==> src/rtl/mant_mul_pipe.sv <==
`default_nettype none
// ============================================================================
//  Module      : mant_mul_pipe
//  Description : Pipelined unsigned mantissa multiplier with valid/ready
//                handshake, normalisation and truncate / round-to-nearest-even
//                rounding.
//                Stage 1 registers the operands. The multiply, normalise and
//                round step sits between stage 1 and stage 2. Stages 3..STAGES
//                only delay the finished result.
//  Ports       : clk        rising-edge clock
//                rst_n      asynchronous active-low reset
//                in_valid   operands present           in_ready  accept this cycle
//                a, b       W-bit unsigned mantissas
//                out_valid  result present             out_ready consumer takes it
//                prod       normalised, rounded W-bit product
//                norm       product bit 2W-1 was set (exponent +1)
//                rnd_carry  rounding overflowed, prod = 100..0 (exponent +1 more)
//                inexact    guard or sticky bit was set
//  Revision    : 1.0  initial release
// ============================================================================
module mant_mul_pipe #(
    parameter int W      = 24,
    parameter int STAGES = 3,
    parameter int ROUND  = 1
) (
    input  logic         clk,
    input  logic         rst_n,
    input  logic         in_valid,
    output logic         in_ready,
    input  logic [W-1:0] a,
    input  logic [W-1:0] b,
    output logic         out_valid,
    input  logic         out_ready,
    output logic [W-1:0] prod,
    output logic         norm,
    output logic         rnd_carry,
    output logic         inexact
);

    // Result record carried down the pipe: {prod, norm, rnd_carry, inexact}
    localparam int   c_RES_W    = W + 3;
    localparam logic c_ROUND_EN = (ROUND != 0);

    // Stage 1: captured operands; r_vld[k] is the valid bit of stage k
    logic [W-1:0]                   r_a;
    logic [W-1:0]                   r_b;
    logic [STAGES:1]                r_vld;
    // r_res[k] holds the result record of stage k+1
    logic [STAGES-1:1][c_RES_W-1:0] r_res;

    logic                           w_adv;
    logic [2*W-1:0]                 w_p;
    logic                           w_norm;
    logic [W-1:0]                   w_m;
    logic                           w_guard;
    logic                           w_sticky;
    logic                           w_inc;
    logic [W:0]                     w_sum;
    logic                           w_carry;
    logic [W-1:0]                   w_prod;
    logic [c_RES_W-1:0]             w_res;

    // Whole pipe moves together; it only stalls when a result is waiting
    // at the output and the consumer is not taking it.
    assign w_adv    = out_ready | ~r_vld[STAGES];
    assign in_ready = w_adv;

    // Multiply, normalise and round the stage-1 operands
    always_comb begin
        w_p    = {{W{1'b0}}, r_a} * {{W{1'b0}}, r_b};
        w_norm = w_p[2*W-1];
        if (w_norm) begin
            w_m      = w_p[2*W-1:W];
            w_guard  = w_p[W-1];
            w_sticky = |w_p[W-2:0];
        end else begin
            w_m      = w_p[2*W-2:W-1];
            w_guard  = w_p[W-2];
            w_sticky = |w_p[W-3:0];
        end
        // Round-to-nearest-even: round up above the halfway point, or on an
        // exact tie when the kept LSB is odd.
        w_inc   = c_ROUND_EN & w_guard & (w_sticky | w_m[0]);
        w_sum   = {1'b0, w_m} + {{W{1'b0}}, w_inc};
        // A carry out of the sum can only happen when m was all ones, so the
        // renormalised mantissa is exactly 1 followed by zeros.
        w_carry = w_sum[W];
        w_prod  = w_carry ? {1'b1, {(W-1){1'b0}}} : w_sum[W-1:0];
        w_res   = {w_prod, w_norm, w_carry, w_guard | w_sticky};
    end

    always_ff @(posedge clk or negedge rst_n) begin
        if (!rst_n) begin
            r_a   <= '0;
            r_b   <= '0;
            r_vld <= '0;
            r_res <= '0;
        end else if (w_adv) begin
            // Operands shift in every advancing cycle; a bubble simply
            // carries a cleared valid bit alongside whatever data is there.
            r_a      <= a;
            r_b      <= b;
            r_vld    <= {r_vld[STAGES-1:1], in_valid};
            r_res[1] <= w_res;
            for (int k = 2; k < STAGES; k++) begin
                r_res[k] <= r_res[k-1];
            end
        end
    end

    assign out_valid                          = r_vld[STAGES];
    assign {prod, norm, rnd_carry, inexact}   = r_res[STAGES-1];

endmodule
`default_nettype wire

==> config.mk <==
export PLATFORM = sky130hd
export DESIGN_NAME = mant_mul_pipe
export DESIGN_NICKNAME = d
export VERILOG_FILES = /design/src/rtl/mant_mul_pipe.sv
export SDC_FILE = /design/constraint.sdc
export NUM_CORES = 2
export LEC_CHECK = 0
export CAP_MARGIN = 20
export CORE_ASPECT_RATIO = 0.7
export CORE_MARGIN = 10
export CORE_UTILIZATION = 65
export DETAILED_ROUTE_END_ITERATION = 8
export MAX_ROUTING_LAYER = met4
export PLACE_DENSITY = 0.84
export SLEW_MARGIN = 20
export SYNTH_ARGS = -nofsm -noshare
export SYNTH_HDL_FRONTEND = slang
export SYNTH_SLANG_ARGS = --single-unit
==> constraint.sdc <==
create_clock -name clk -period 11 [get_ports clk]
set_input_delay 2.2 -clock clk [delete_from_list [all_inputs] [get_ports clk]]
set_output_delay 2.2 -clock clk [all_outputs]
set_load 0.01 [all_outputs]
==> run_summary.xml <==
<?xml version="1.0" encoding="UTF-8"?>
<metrics>
  <group name="global_route">
    <metric name="grt.total_usage" unit="%">31.8</metric>
    <metric name="first_pass_grt_wire_length" unit="um">113000</metric>
    <metric name="globalRoute.totalOverflow" unit="">0</metric>
    <metric name="grt_start_max_net_pins" unit="">65</metric>
    <metric name="grt_pass1_vias" unit="">21100</metric>
    <metric name="antenna_found_initial" unit="">0</metric>
  </group>
  <group name="worst_setup_path">
    <metric name="r2r_end" unit="">r_res[17]</metric>
    <metric name="critical-path-slowest-cell" unit="">sky130_fd_sc_hd__dfrtp_1</metric>
    <metric name="path_common_cell" unit="">sky130_fd_sc_hd__fa_1</metric>
    <metric name="required" unit="ps">11310</metric>
    <metric name="critical_path_arrival" unit="ps">9800</metric>
    <metric name="critical_path_sink_type" unit="">flip-flop</metric>
    <metric name="max_stage_delay" unit="ps">1110</metric>
    <metric name="setup.reg_to_reg.worst_slack" unit="ps">1520</metric>
    <metric name="critical_path.max_fanout" unit="">25</metric>
    <metric name="crit_path_start_kind" unit="">flip-flop</metric>
    <metric name="r2r_start" unit="">r_b[9]</metric>
    <metric name="r2r.worst_path.cells" unit="">30</metric>
    <metric name="timing.setup.critical_path_class" unit="">flip-flop to flip-flop</metric>
    <metric name="worstSetupStartpoint" unit="">r_b[9]</metric>
  </group>
  <group name="synth">
    <metric name="synth_area_per_cell" unit="um^2">8.53</metric>
    <metric name="synth_enable_flop_cells" unit="">0</metric>
    <metric name="post_synth_num_cell_types" unit="">87</metric>
    <metric name="synth.mux.area_fraction" unit="%">0.336</metric>
    <metric name="yosys.area_share.adder" unit="%">47.5</metric>
    <metric name="synth_top_cells_by_count" unit="">627 x sky130_fd_sc_hd__nand2_1, 576 x sky130_fd_sc_hd__inv_1, 482 x sky130_fd_sc_hd__fa_1, 295 x sky130_fd_sc_hd__and2_1, 175 x sky130_fd_sc_hd__ha_1</metric>
    <metric name="netlist_instances" unit="">2921</metric>
    <metric name="post-synth-top-area-cell" unit="">sky130_fd_sc_hd__fa_1</metric>
    <metric name="yosysWarnings" unit="">0</metric>
    <metric name="synthFlopType" unit="">sky130_fd_sc_hd__dfrtp_1</metric>
    <metric name="mappedNetlistArea" unit="mm^2">0.0249</metric>
    <metric name="compound_gate_portion_of_the_synthesized_area" unit="%">7.40</metric>
    <metric name="synthXorXnorAreaFrac" unit="%">1.79</metric>
    <metric name="synth_async_sr_flop_share" unit="%">100</metric>
    <metric name="syn-num-nets" unit="">3630</metric>
    <metric name="cell_types_with_the_largest_area_share_after_synthesis" unit="">sky130_fd_sc_hd__fa_1 39%, sky130_fd_sc_hd__dfrtp_1 11%, sky130_fd_sc_hd__nand2_1 9.4%</metric>
    <metric name="synth_seq_cells" unit="">105</metric>
    <metric name="synth-simple-area-share" unit="%">20.8</metric>
    <metric name="yosysMostFrequentCell" unit="">sky130_fd_sc_hd__nand2_1</metric>
    <metric name="synth_top_family_by_area" unit="">adder cells</metric>
    <metric name="netlist.area_leader.share" unit="%">38.7</metric>
    <metric name="yosysSeqAreaShare" unit="%">10.5</metric>
  </group>
  <group name="timing">
    <metric name="period_needed" unit="ps">9480</metric>
    <metric name="fin_tns_setup" unit="ps">0</metric>
    <metric name="grt_setup_unrepaired" unit="">false</metric>
    <metric name="fmax" unit="GHz">0.105</metric>
    <metric name="final.setup_skew" unit="ps">20.4</metric>
    <metric name="final_min_period_over_clock_period" unit="%">86.2</metric>
    <metric name="setup_viol_count_final" unit="">0</metric>
    <metric name="worst-slew-pin-transition" unit="ps">1180</metric>
    <metric name="fin_worst_setup_slack" unit="ps">1520</metric>
    <metric name="slew_violations" unit="">0</metric>
    <metric name="final_hold_viol_count" unit="">0</metric>
    <metric name="hold-worst-slack" unit="ps">472</metric>
    <metric name="max_slew_margin" unit="%">21.2</metric>
  </group>
  <group name="die">
    <metric name="floorplan.die_area" unit="mm^2">0.0467</metric>
    <metric name="floorplan.initialDensity" unit="%">66.4</metric>
    <metric name="floorplan.core_area" unit="mm^2">0.0375</metric>
    <metric name="die-height" unit="um">184</metric>
    <metric name="die_w" unit="um">254</metric>
    <metric name="number_of_top_level_design_ports" unit="">81</metric>
    <metric name="placement_rows" unit="">59</metric>
  </group>
  <group name="clock_network">
    <metric name="cts_htree_levels" unit="">3</metric>
    <metric name="cts_root_buf" unit="">sky130_fd_sc_hd__clkbuf_16</metric>
    <metric name="clkSlewWorstSetupHoldPaths" unit="ps">100</metric>
    <metric name="clkLatencyLatePin" unit="ps">390</metric>
    <metric name="hold_buffers" unit="">0</metric>
    <metric name="ctsResizeCount" unit="">0</metric>
    <metric name="tritoncts" unit="">built</metric>
    <metric name="numCtsBuffers" unit="">9</metric>
    <metric name="clock_sink_count" unit="">105</metric>
    <metric name="postCtsSetupRepairBufs" unit="">0</metric>
    <metric name="cts-root-to-sink-buffers" unit="">2</metric>
  </group>
  <group name="placed_design">
    <metric name="post-dp-hpwl" unit="um">54300</metric>
    <metric name="pre_cts_slack" unit="ps">1610</metric>
    <metric name="numPortBuffers" unit="">80</metric>
    <metric name="finalWeightedCongestion" unit="">0.981</metric>
  </group>
  <group name="worst_hold_path">
    <metric name="min-delay-path-class" unit="">flip-flop to flip-flop</metric>
    <metric name="worst_hold_end" unit="">prod[4]</metric>
    <metric name="hold_depth" unit="">2</metric>
    <metric name="hp-start" unit="">prod[4]</metric>
  </group>
  <group name="drt">
    <metric name="routed_via_count_divided_by_cell_count" unit="">5.89</metric>
    <metric name="detailroute.via_count" unit="">19800</metric>
    <metric name="wl" unit="um">67900</metric>
    <metric name="drt-initial-drc-count" unit="">1651</metric>
    <metric name="routed_wire_length_per_instance" unit="um">20.3</metric>
    <metric name="drt_pre_antenna_iters" unit="">6</metric>
    <metric name="detail_route.drc_violations" unit="">0</metric>
    <metric name="postRouteAntennaNets" unit="">0</metric>
  </group>
  <group name="finish">
    <metric name="final_nets" unit="">3571</metric>
    <metric name="flow.area_growth_from_synthesis" unit="%">4.56</metric>
    <metric name="share_of_cells_above_drive_strength_1" unit="%">2.62</metric>
    <metric name="insertedDiodeCount" unit="">0</metric>
  </group>
  <group name="flow_run">
    <metric name="max_cap_viol_count" unit="">0</metric>
  </group>
  <group name="outcome">
    <metric name="outcome" unit="">complete, no violations</metric>
  </group>
</metrics>
-- through the flow --
stage	util, %	instances	area, um^2
floorplan	-	2921	24900
global placement	68.6	3339	25700
detailed placement	68.6	3339	25700
CTS	69.5	3355	26100
global route	69.5	3355	26100
finish	69.5	3355	26100
-- cells by family after synthesis --
| logic type | count (synthesis) |
|---|---|
| compound gates | 266 |
| simple gates | 1092 |
| mux | 8 |
| xor+xnor | 47 |
| fa+ha+maj | 657 |
| buf+inv | 746 |
| flops | 105 |
-- layout by cell type (no fill, tap or decap), types with 17 or more instances in the layout --
master,count
sky130_fd_sc_hd__nor2_1,53
sky130_fd_sc_hd__and2_1,295
sky130_fd_sc_hd__nand3_1,25
sky130_fd_sc_hd__o21ai_0,59
sky130_fd_sc_hd__fa_1,482
sky130_fd_sc_hd__o21a_1,17
sky130_fd_sc_hd__ha_1,175
sky130_fd_sc_hd__dfrtp_1,104
sky130_fd_sc_hd__xor2_1,17
sky130_fd_sc_hd__buf_4,20
sky130_fd_sc_hd__o211ai_1,26
sky130_fd_sc_hd__nand2_1,627
sky130_fd_sc_hd__nor3_1,17
sky130_fd_sc_hd__inv_1,576
sky130_fd_sc_hd__xnor2_1,27
sky130_fd_sc_hd__a21oi_1,65
sky130_fd_sc_hd__clkdlybuf4s50_1,79
-- worst max-delay path, delay by kind of cell (launching register included) --
kind,cells,cell delay [ps]
fa+ha+maj,9,4340
simple gates,8,1990
compound gates,6,1290
flops,1,1110
mux,1,270
buf+inv,5,260
xor+xnor,1,160
-- layout make-up --
| cell class | count | area [um^2] |
|---|---|---|
| Inverter | 577 | 2170 |
| Clock buffer | 9 | 225 |
| Tap cell | 488 | 611 |
| Sequential cell | 105 | 2630 |
| Multi-Input combinational cell | 2070 | 19400 |
| Timing Repair Buffer | 99 | 941 |
| Clock inverter | 7 | 91.3 |
| Fill cell | 2938 | 11400 |
-- how the worst max path moves through the flow --
stage / end / cells after the start
2_1_floorplan: r_res[23] / 37
3_3_place_gp: r_res[12] / 31
3_5_place_dp: r_res[22] / 31
4_1_cts: r_res[22] / 31
5_1_grt: r_res[17] / 29
6_report: r_res[17] / 30
-- registers in the layout (all words and copies together), names as in the netlist --
register and cells:
rnd_carry 1, prod 24, r_a 24, r_b 24, norm 1, r_res 27, inexact 1, r_vld 3
-- routing by layer --
| metal | part of all wire, % | vias up | global-route usage (%) |
|---|---|---|---|
| met4 | 1.7 | 0 | 6.97 |
| met2 | 44 | 1073 | 46.7 |
| met1 | 43 | 9921 | 44.0 |
| met3 | 11 | 107 | 7.95 |
| met5 | 0 | - | - |
| li1 | - | 8655 | - |
Power is not shown: default switching activity piles up to over one toggle a cycle in this logic, so the estimate is an artifact.
